==> src/rtl/mips_cpu_lsu_pkg.sv <==
// Shared types and helpers for the CPU load/store unit.
package mips_cpu_lsu_pkg;

    localparam logic [31:0]  LSU_DATA_BASE  = 32'h0000_1000;
    localparam int unsigned  LSU_DATA_WORDS = 32;
    localparam int unsigned  XLEN           = 32;

    typedef enum logic [2:0] {
        LB  = 3'd0,
        LBU = 3'd1,
        LH  = 3'd2,
        LHU = 3'd3,
        LW  = 3'd4,
        SB  = 3'd5,
        SH  = 3'd6,
        SW  = 3'd7
    } lsu_op_t;

    typedef enum logic [1:0] {
        IDLE = 2'd0,
        RD   = 2'd1,
        WR   = 2'd2,
        RESP = 2'd3
    } lsu_state_t;

    // Request fields kept for the duration of one transaction.
    typedef struct packed {
        lsu_op_t         op;
        logic [1:0]      byte_off;
        logic [XLEN-1:0] wdata;
    } lsu_req_t;

    function automatic logic is_load(input lsu_op_t op);
        return (op == LB) || (op == LBU) || (op == LH) || (op == LHU) || (op == LW);
    endfunction

    function automatic logic is_store(input lsu_op_t op);
        return (op == SB) || (op == SH) || (op == SW);
    endfunction

endpackage

==> src/rtl/mips_cpu_lsu_align.sv <==
// Big-endian lane extract/extend for loads, lane merge for sub-word stores,
// and natural-alignment check.
module mips_cpu_lsu_align
    import mips_cpu_lsu_pkg::*;
(
    input  lsu_op_t          op,
    input  logic [1:0]       byte_off,
    input  logic [XLEN-1:0]  rdata,
    input  logic [XLEN-1:0]  wdata,
    output logic [XLEN-1:0]  load_data_c,
    output logic [XLEN-1:0]  store_data_c,
    output logic             misaligned_c
);

    logic [4:0]      byte_sh;
    logic [4:0]      half_sh;
    logic [7:0]      lane_b;
    logic [15:0]     lane_h;
    logic [XLEN-1:0] byte_mask;
    logic [XLEN-1:0] half_mask;

    // Offset 0 is the most significant lane, so shift by (3 - offset) bytes.
    assign byte_sh   = {~byte_off, 3'b000};
    assign half_sh   = {~byte_off[1], 4'b0000};
    assign lane_b    = 8'(rdata >> byte_sh);
    assign lane_h    = 16'(rdata >> half_sh);
    assign byte_mask = 32'h0000_00FF << byte_sh;
    assign half_mask = 32'h0000_FFFF << half_sh;

    always_comb begin
        load_data_c = rdata;
        case (op)
            LB:      load_data_c = {{24{lane_b[7]}}, lane_b};
            LBU:     load_data_c = {24'h0, lane_b};
            LH:      load_data_c = {{16{lane_h[15]}}, lane_h};
            LHU:     load_data_c = {16'h0, lane_h};
            default: load_data_c = rdata;
        endcase
    end

    always_comb begin
        store_data_c = wdata;
        case (op)
            SB:      store_data_c = (rdata & ~byte_mask) | (32'(wdata[7:0]) << byte_sh);
            SH:      store_data_c = (rdata & ~half_mask) | (32'(wdata[15:0]) << half_sh);
            default: store_data_c = wdata;
        endcase
    end

    always_comb begin
        misaligned_c = 1'b0;
        case (op)
            LH, LHU, SH: misaligned_c = byte_off[0];
            LW, SW:      misaligned_c = |byte_off;
            default:     misaligned_c = 1'b0;
        endcase
    end

endmodule

==> src/rtl/mips_cpu_lsu.sv <==
// Load/store initiator: one request at a time, RMW for sub-word stores on a
// word-wide memory port without byte enables.
module mips_cpu_lsu
    import mips_cpu_lsu_pkg::*;
#(
    parameter logic [31:0] DATA_BASE  = LSU_DATA_BASE,
    parameter int unsigned DATA_WORDS = LSU_DATA_WORDS
) (
    input  logic             clk,
    input  logic             rst_n,
    input  logic             req_valid,
    output logic             req_ready,
    input  lsu_op_t          req_op,
    input  logic [XLEN-1:0]  req_addr,
    input  logic [XLEN-1:0]  req_wdata,
    output logic             resp_valid,
    output logic [XLEN-1:0]  resp_rdata,
    output logic             resp_err,
    output logic [XLEN-1:0]  data_address,
    output logic             data_read,
    output logic             data_write,
    output logic [XLEN-1:0]  data_writedata,
    input  logic [XLEN-1:0]  data_readdata
);

    localparam logic [32:0] MAP_LO = 33'(DATA_BASE);
    localparam logic [32:0] MAP_HI = 33'(DATA_BASE) + (33'(DATA_WORDS) << 2);

    lsu_state_t      state;
    lsu_req_t        req_q;
    lsu_op_t         op_sel;
    logic [1:0]      off_sel;
    logic [XLEN-1:0] load_data_c;
    logic [XLEN-1:0] store_data_c;
    logic            misaligned_c;
    logic            in_range_c;
    logic            req_err_c;

    // Handshake and memory strobes decode from state only, so an async reset
    // mid-transaction removes data_write before the next clock edge.
    assign req_ready  = (state == IDLE);
    assign resp_valid = (state == RESP);
    assign data_read  = (state == RD);
    assign data_write = (state == WR);

    // In IDLE the aligner checks the incoming request; otherwise it serves
    // the latched one.
    always_comb begin
        op_sel  = req_q.op;
        off_sel = req_q.byte_off;
        if (state == IDLE) begin
            op_sel  = req_op;
            off_sel = req_addr[1:0];
        end
    end

    assign in_range_c = (33'(req_addr) >= MAP_LO) && (33'(req_addr) < MAP_HI);
    assign req_err_c  = misaligned_c || !in_range_c;

    mips_cpu_lsu_align u_align (
        .op           (op_sel),
        .byte_off     (off_sel),
        .rdata        (data_readdata),
        .wdata        (req_q.wdata),
        .load_data_c  (load_data_c),
        .store_data_c (store_data_c),
        .misaligned_c (misaligned_c)
    );

    always_ff @(posedge clk or negedge rst_n) begin
        if (!rst_n) begin
            state          <= IDLE;
            req_q          <= '0;
            data_address   <= '0;
            data_writedata <= '0;
            resp_rdata     <= '0;
            resp_err       <= 1'b0;
        end else begin
            case (state)
                IDLE: begin
                    if (req_valid) begin
                        req_q.op       <= req_op;
                        req_q.byte_off <= req_addr[1:0];
                        req_q.wdata    <= req_wdata;
                        data_address   <= {req_addr[31:2], 2'b00};
                        if (req_err_c) begin
                            resp_rdata <= '0;
                            resp_err   <= 1'b1;
                            state      <= RESP;
                        end else if (req_op == SW) begin
                            data_writedata <= req_wdata;
                            state          <= WR;
                        end else begin
                            state <= RD;
                        end
                    end
                end
                RD: begin
                    if (is_load(req_q.op)) begin
                        resp_rdata <= load_data_c;
                        resp_err   <= 1'b0;
                        state      <= RESP;
                    end else begin
                        data_writedata <= store_data_c;
                        state          <= WR;
                    end
                end
                WR: begin
                    resp_rdata <= '0;
                    resp_err   <= 1'b0;
                    state      <= RESP;
                end
                RESP: begin
                    state <= IDLE;
                end
                default: begin
                    state <= IDLE;
                end
            endcase
        end
    end

endmodule

==> config.mk <==
export PLATFORM = sky130hd
export DESIGN_NAME = mips_cpu_lsu
export DESIGN_NICKNAME = d
export VERILOG_FILES = /design/src/rtl/mips_cpu_lsu_pkg.sv /design/src/rtl/mips_cpu_lsu_align.sv /design/src/rtl/mips_cpu_lsu.sv
export SDC_FILE = /design/constraint.sdc
export NUM_CORES = 1
export LEC_CHECK = 0
export CORE_ASPECT_RATIO = 1.4
export CORE_MARGIN = 10
export CORE_UTILIZATION = 46
export CTS_BUF_LIST = sky130_fd_sc_hd__clkbuf_2
export DETAILED_ROUTE_END_ITERATION = 10
export GPL_TIMING_DRIVEN = 0
export PLACE_DENSITY = 0.74
export SLEW_MARGIN = 20
export SYNTH_ARGS = -nofsm -noshare
export SYNTH_HDL_FRONTEND = slang
export SYNTH_HIERARCHICAL = 1
export SYNTH_SLANG_ARGS = --single-unit
==> constraint.sdc <==
create_clock -name clk -period 5.7 [get_ports clk]
set_input_delay 1.71 -clock clk [delete_from_list [all_inputs] [get_ports clk]]
set_output_delay 1.71 -clock clk [all_outputs]
set_load 0.05 [all_outputs]
==> flow_summary.yaml <==
cts:
  cts_made_buffers: 17
  clock_sinks: 134
  htree_levels: 4
  cts_post_setup_buffers_inserted: 0
  cts_hold_buf: 0
  cts_root_buf: "clkbuf_2"
  tritoncts: "done"
  clk_latency_ns: 0.73
  cts_resized: 0
  clk_path_buf_depth: 2
  clkTransAtPathRegs_ns: 0.17
yosys:
  yosysTopAreaCellShare: 0.445
  ys_seq_area_frac: 0.445
  yosys.area.top_type: "dfrtp_1"
  syn_inst: 711
  syn_area_um2: 7540
  synthFlopType: "dfrtp_1"
  synth-warning-count: 6
  synth_enable_flop_cells: 0
  synth_cell_types: 53
  avgSynthCellArea_um2: 10.6
  synth_seq_cells: 134
  netlist_top_cells_area: "dfrtp_1, mux2i_1, mux2_2"
  synthArstFlopShare: 1.00
final_layout:
  finish.instance_area_um2: 10100
  syn2layout_area_growth_pct: 33.5
  final_common_cell: "clkdlybuf4s50_1"
  layout-drive-gt1-share: 0.171
  layout_common_cells: "clkdlybuf4s50_1, dfrtp_1, mux2i_1"
  fill_cells: 1420
  post-route-util: 0.625
  fin_nets: 1038
detailed_routing:
  wl_met3_mm: 2.04
  routedWlPerCell_um: 21.4
  wirelength_mm: 24.5
  m1WireLength_mm: 8.80
  vias: 6451
  drtIter0Drc: 506
  first_pass_iters: 7
  drtAntennaViolNets: 0
  top_layer_used: "met4"
  dr_wl_met2_mm: 12.8
  via_per_inst: 5.63
  drc: 0
floorplanning:
  dieArea_um2: 22000
  initial_core_util: 0.468
  io_pins: 203
  die_height_um: 171
  core_um2: 16100
  die_x_um: 128
  num_rows: 55
power:
  p_int_mw: 3.59
  p_leak_nw: 4.42
  power_density_nw_per_um2: 731
  swShare: 0.512
  vdd_ir_drop_max_uv: 434
  clkPwrFrac: 0.082
  p_seq_frac: 0.236
  totalPowerFinal_mw: 7.35
  p_comb_frac: 0.682
  netSwitchingPower_mw: 3.76
placement:
  io_buffer_count: 200
  finalWeightedCongestion: 0.922
  dp_hpwl_mm: 19.2
  post_dp_cell_area_um2: 9820
sta:
  finalCritPeriodShare: 0.765
  setup_viol: 0
  final_hold_viol_count: 0
  max_slew.worst_pin.slew_ns: 0.773
  min_period_ns: 4.36
  fmax_ghz: 0.229
  final.setup_skew_ns: 0.0315
  whs_ns: 0.528
  slew_viol_final: 0
  slew_headroom: 0.484
  rsz0062_at_grt: "no"
grt:
  grt_max_degree: 83
  grt_usage: 0.221
  grt_pass1_vias: 6787
  grt_pass1_wl_mm: 37.6
  grt.overflow.total: 0
  antenna_found_initial: 1
critical_path:
  start_kind: "input pin"
  endpoint_kind: "register"
  cp_data_required_time_ns: 6.30
  worstSetupPathType: "input pin to register"
  cp.arrival_ns: 4.96
  cp_max_fo: 10
run_status:
  outcome: "completed"
job:
  drv_cap: 0
worst_hold_path:
  hp-class: "register to register"
## kinds of logic after synthesis
family,count (synthesis),share of synthesized area
adders and majority gates,4,0.00664
and+or+nand+nor,131,0.0862
muxes,190,0.266
AOI/OAI and AO/OA,146,0.127
other,1,0.000498
buffers and inverters,105,0.0687
DFF,134,0.445
## per-layer routing
layer / up-vias / GRT usage
met3: 49 / 0.0801
met2: 246 / 0.390
met4: 0 / 0.0957
met5: - / 0
met1: 3185 / 0.229
li1: 2971 / -
## layout make-up
| type | instances | area, um2 | share of cell area |
|---|---|---|---|
| antenna | 2 | 5.00 | 0.000497 |
| clock buffer | 20 | 100 | 0.00995 |
| timing repair buffer | 201 | 2030 | 0.202 |
| buffer | 49 | 308 | 0.0306 |
| inverter | 56 | 210 | 0.0209 |
| tap | 199 | 249 | 0.0247 |
| clock inverter | 11 | 134 | 0.0133 |
| sequential | 134 | 3350 | 0.333 |
| multi-input combinational | 473 | 3670 | 0.365 |
## power groups by stage
| stage | Sequential, mW | Combinational [mW] | Clock, mW |
|---|---|---|---|
| 2_1_floorplan | 2.86 | 2.37 | 0 |
| 3_3_place_gp | 1.74 | 4.95 | 0 |
| 3_5_place_dp | 1.75 | 5.01 | 0 |
| 4_1_cts | 1.73 | 5.02 | 0.614 |
| 5_1_grt | 1.80 | 5.32 | 0.655 |
| 6_report | 1.74 | 5.02 | 0.600 |
## path summary, 6_finish.rpt
path | startpoint | endpoint | slack, ns | cells past startpoint
worst max-delay path | req_addr[1] | data_writedata[3] | 1.34 | 14
min in group asynchronous | rst_n | data_address[8] | 0.85 | 1
worst min register to register | resp_rdata[31] | resp_rdata[31] | 0.53 | 2
max in group asynchronous | rst_n | req_q[17] | 4.09 | 2
worst max register to register | state[0] | data_writedata[3] | 1.36 | 16
worst min-delay path | resp_rdata[31] | resp_rdata[31] | 0.53 | 2
## per-stage QoR
step	TNS [ns]	cells	setup slack, ns
2_1_floorplan	0	712	1.65
4_1_cts	0	1143	1.34
6_report	0	1145	1.34
5_1_grt	0	1144	1.12
3_3_place_gp	-345.09	1111	-2.59
3_5_place_dp	0	1112	0.598
## sequential cells by signal, indices dropped and copies added (netlist names)
register	cells
state	2
data_address	30
req_q	37
data_writedata	32
resp_rdata	32
resp_err	1
## critical path, cell delays in order
cell and delay (ns):
clkdlybuf4s50_1 0.41, mux2_2 0.28, buf_6 0.15, buf_6 0.15, buf_2 0.22, a31oi_1 0.20, o32ai_1 0.17, nor4_1 0.26
nand2_1 0.16, o32ai_2 0.57, and2_1 0.20, buf_2 0.18, buf_4 0.20, a21oi_1 0.09
## synth_stat cells (3+ instances only)
library cell,count
inv_1,54
a22o_1,8
dfrtp_1,134
mux2i_1,107
a22oi_1,7
a222oi_1,16
a21oi_1,74
a21o_1,9
o21ai_0,15
buf_4,8
buf_8,3
clkbuf_1,19
nand3_1,3
nand2_1,86
buf_6,6
nor2_1,13
nand2b_1,3
o211ai_1,4
buf_2,12
mux2_2,82
ha_1,4
nor4_1,7
No activity file was read; power rests on OpenSTA's default activity.
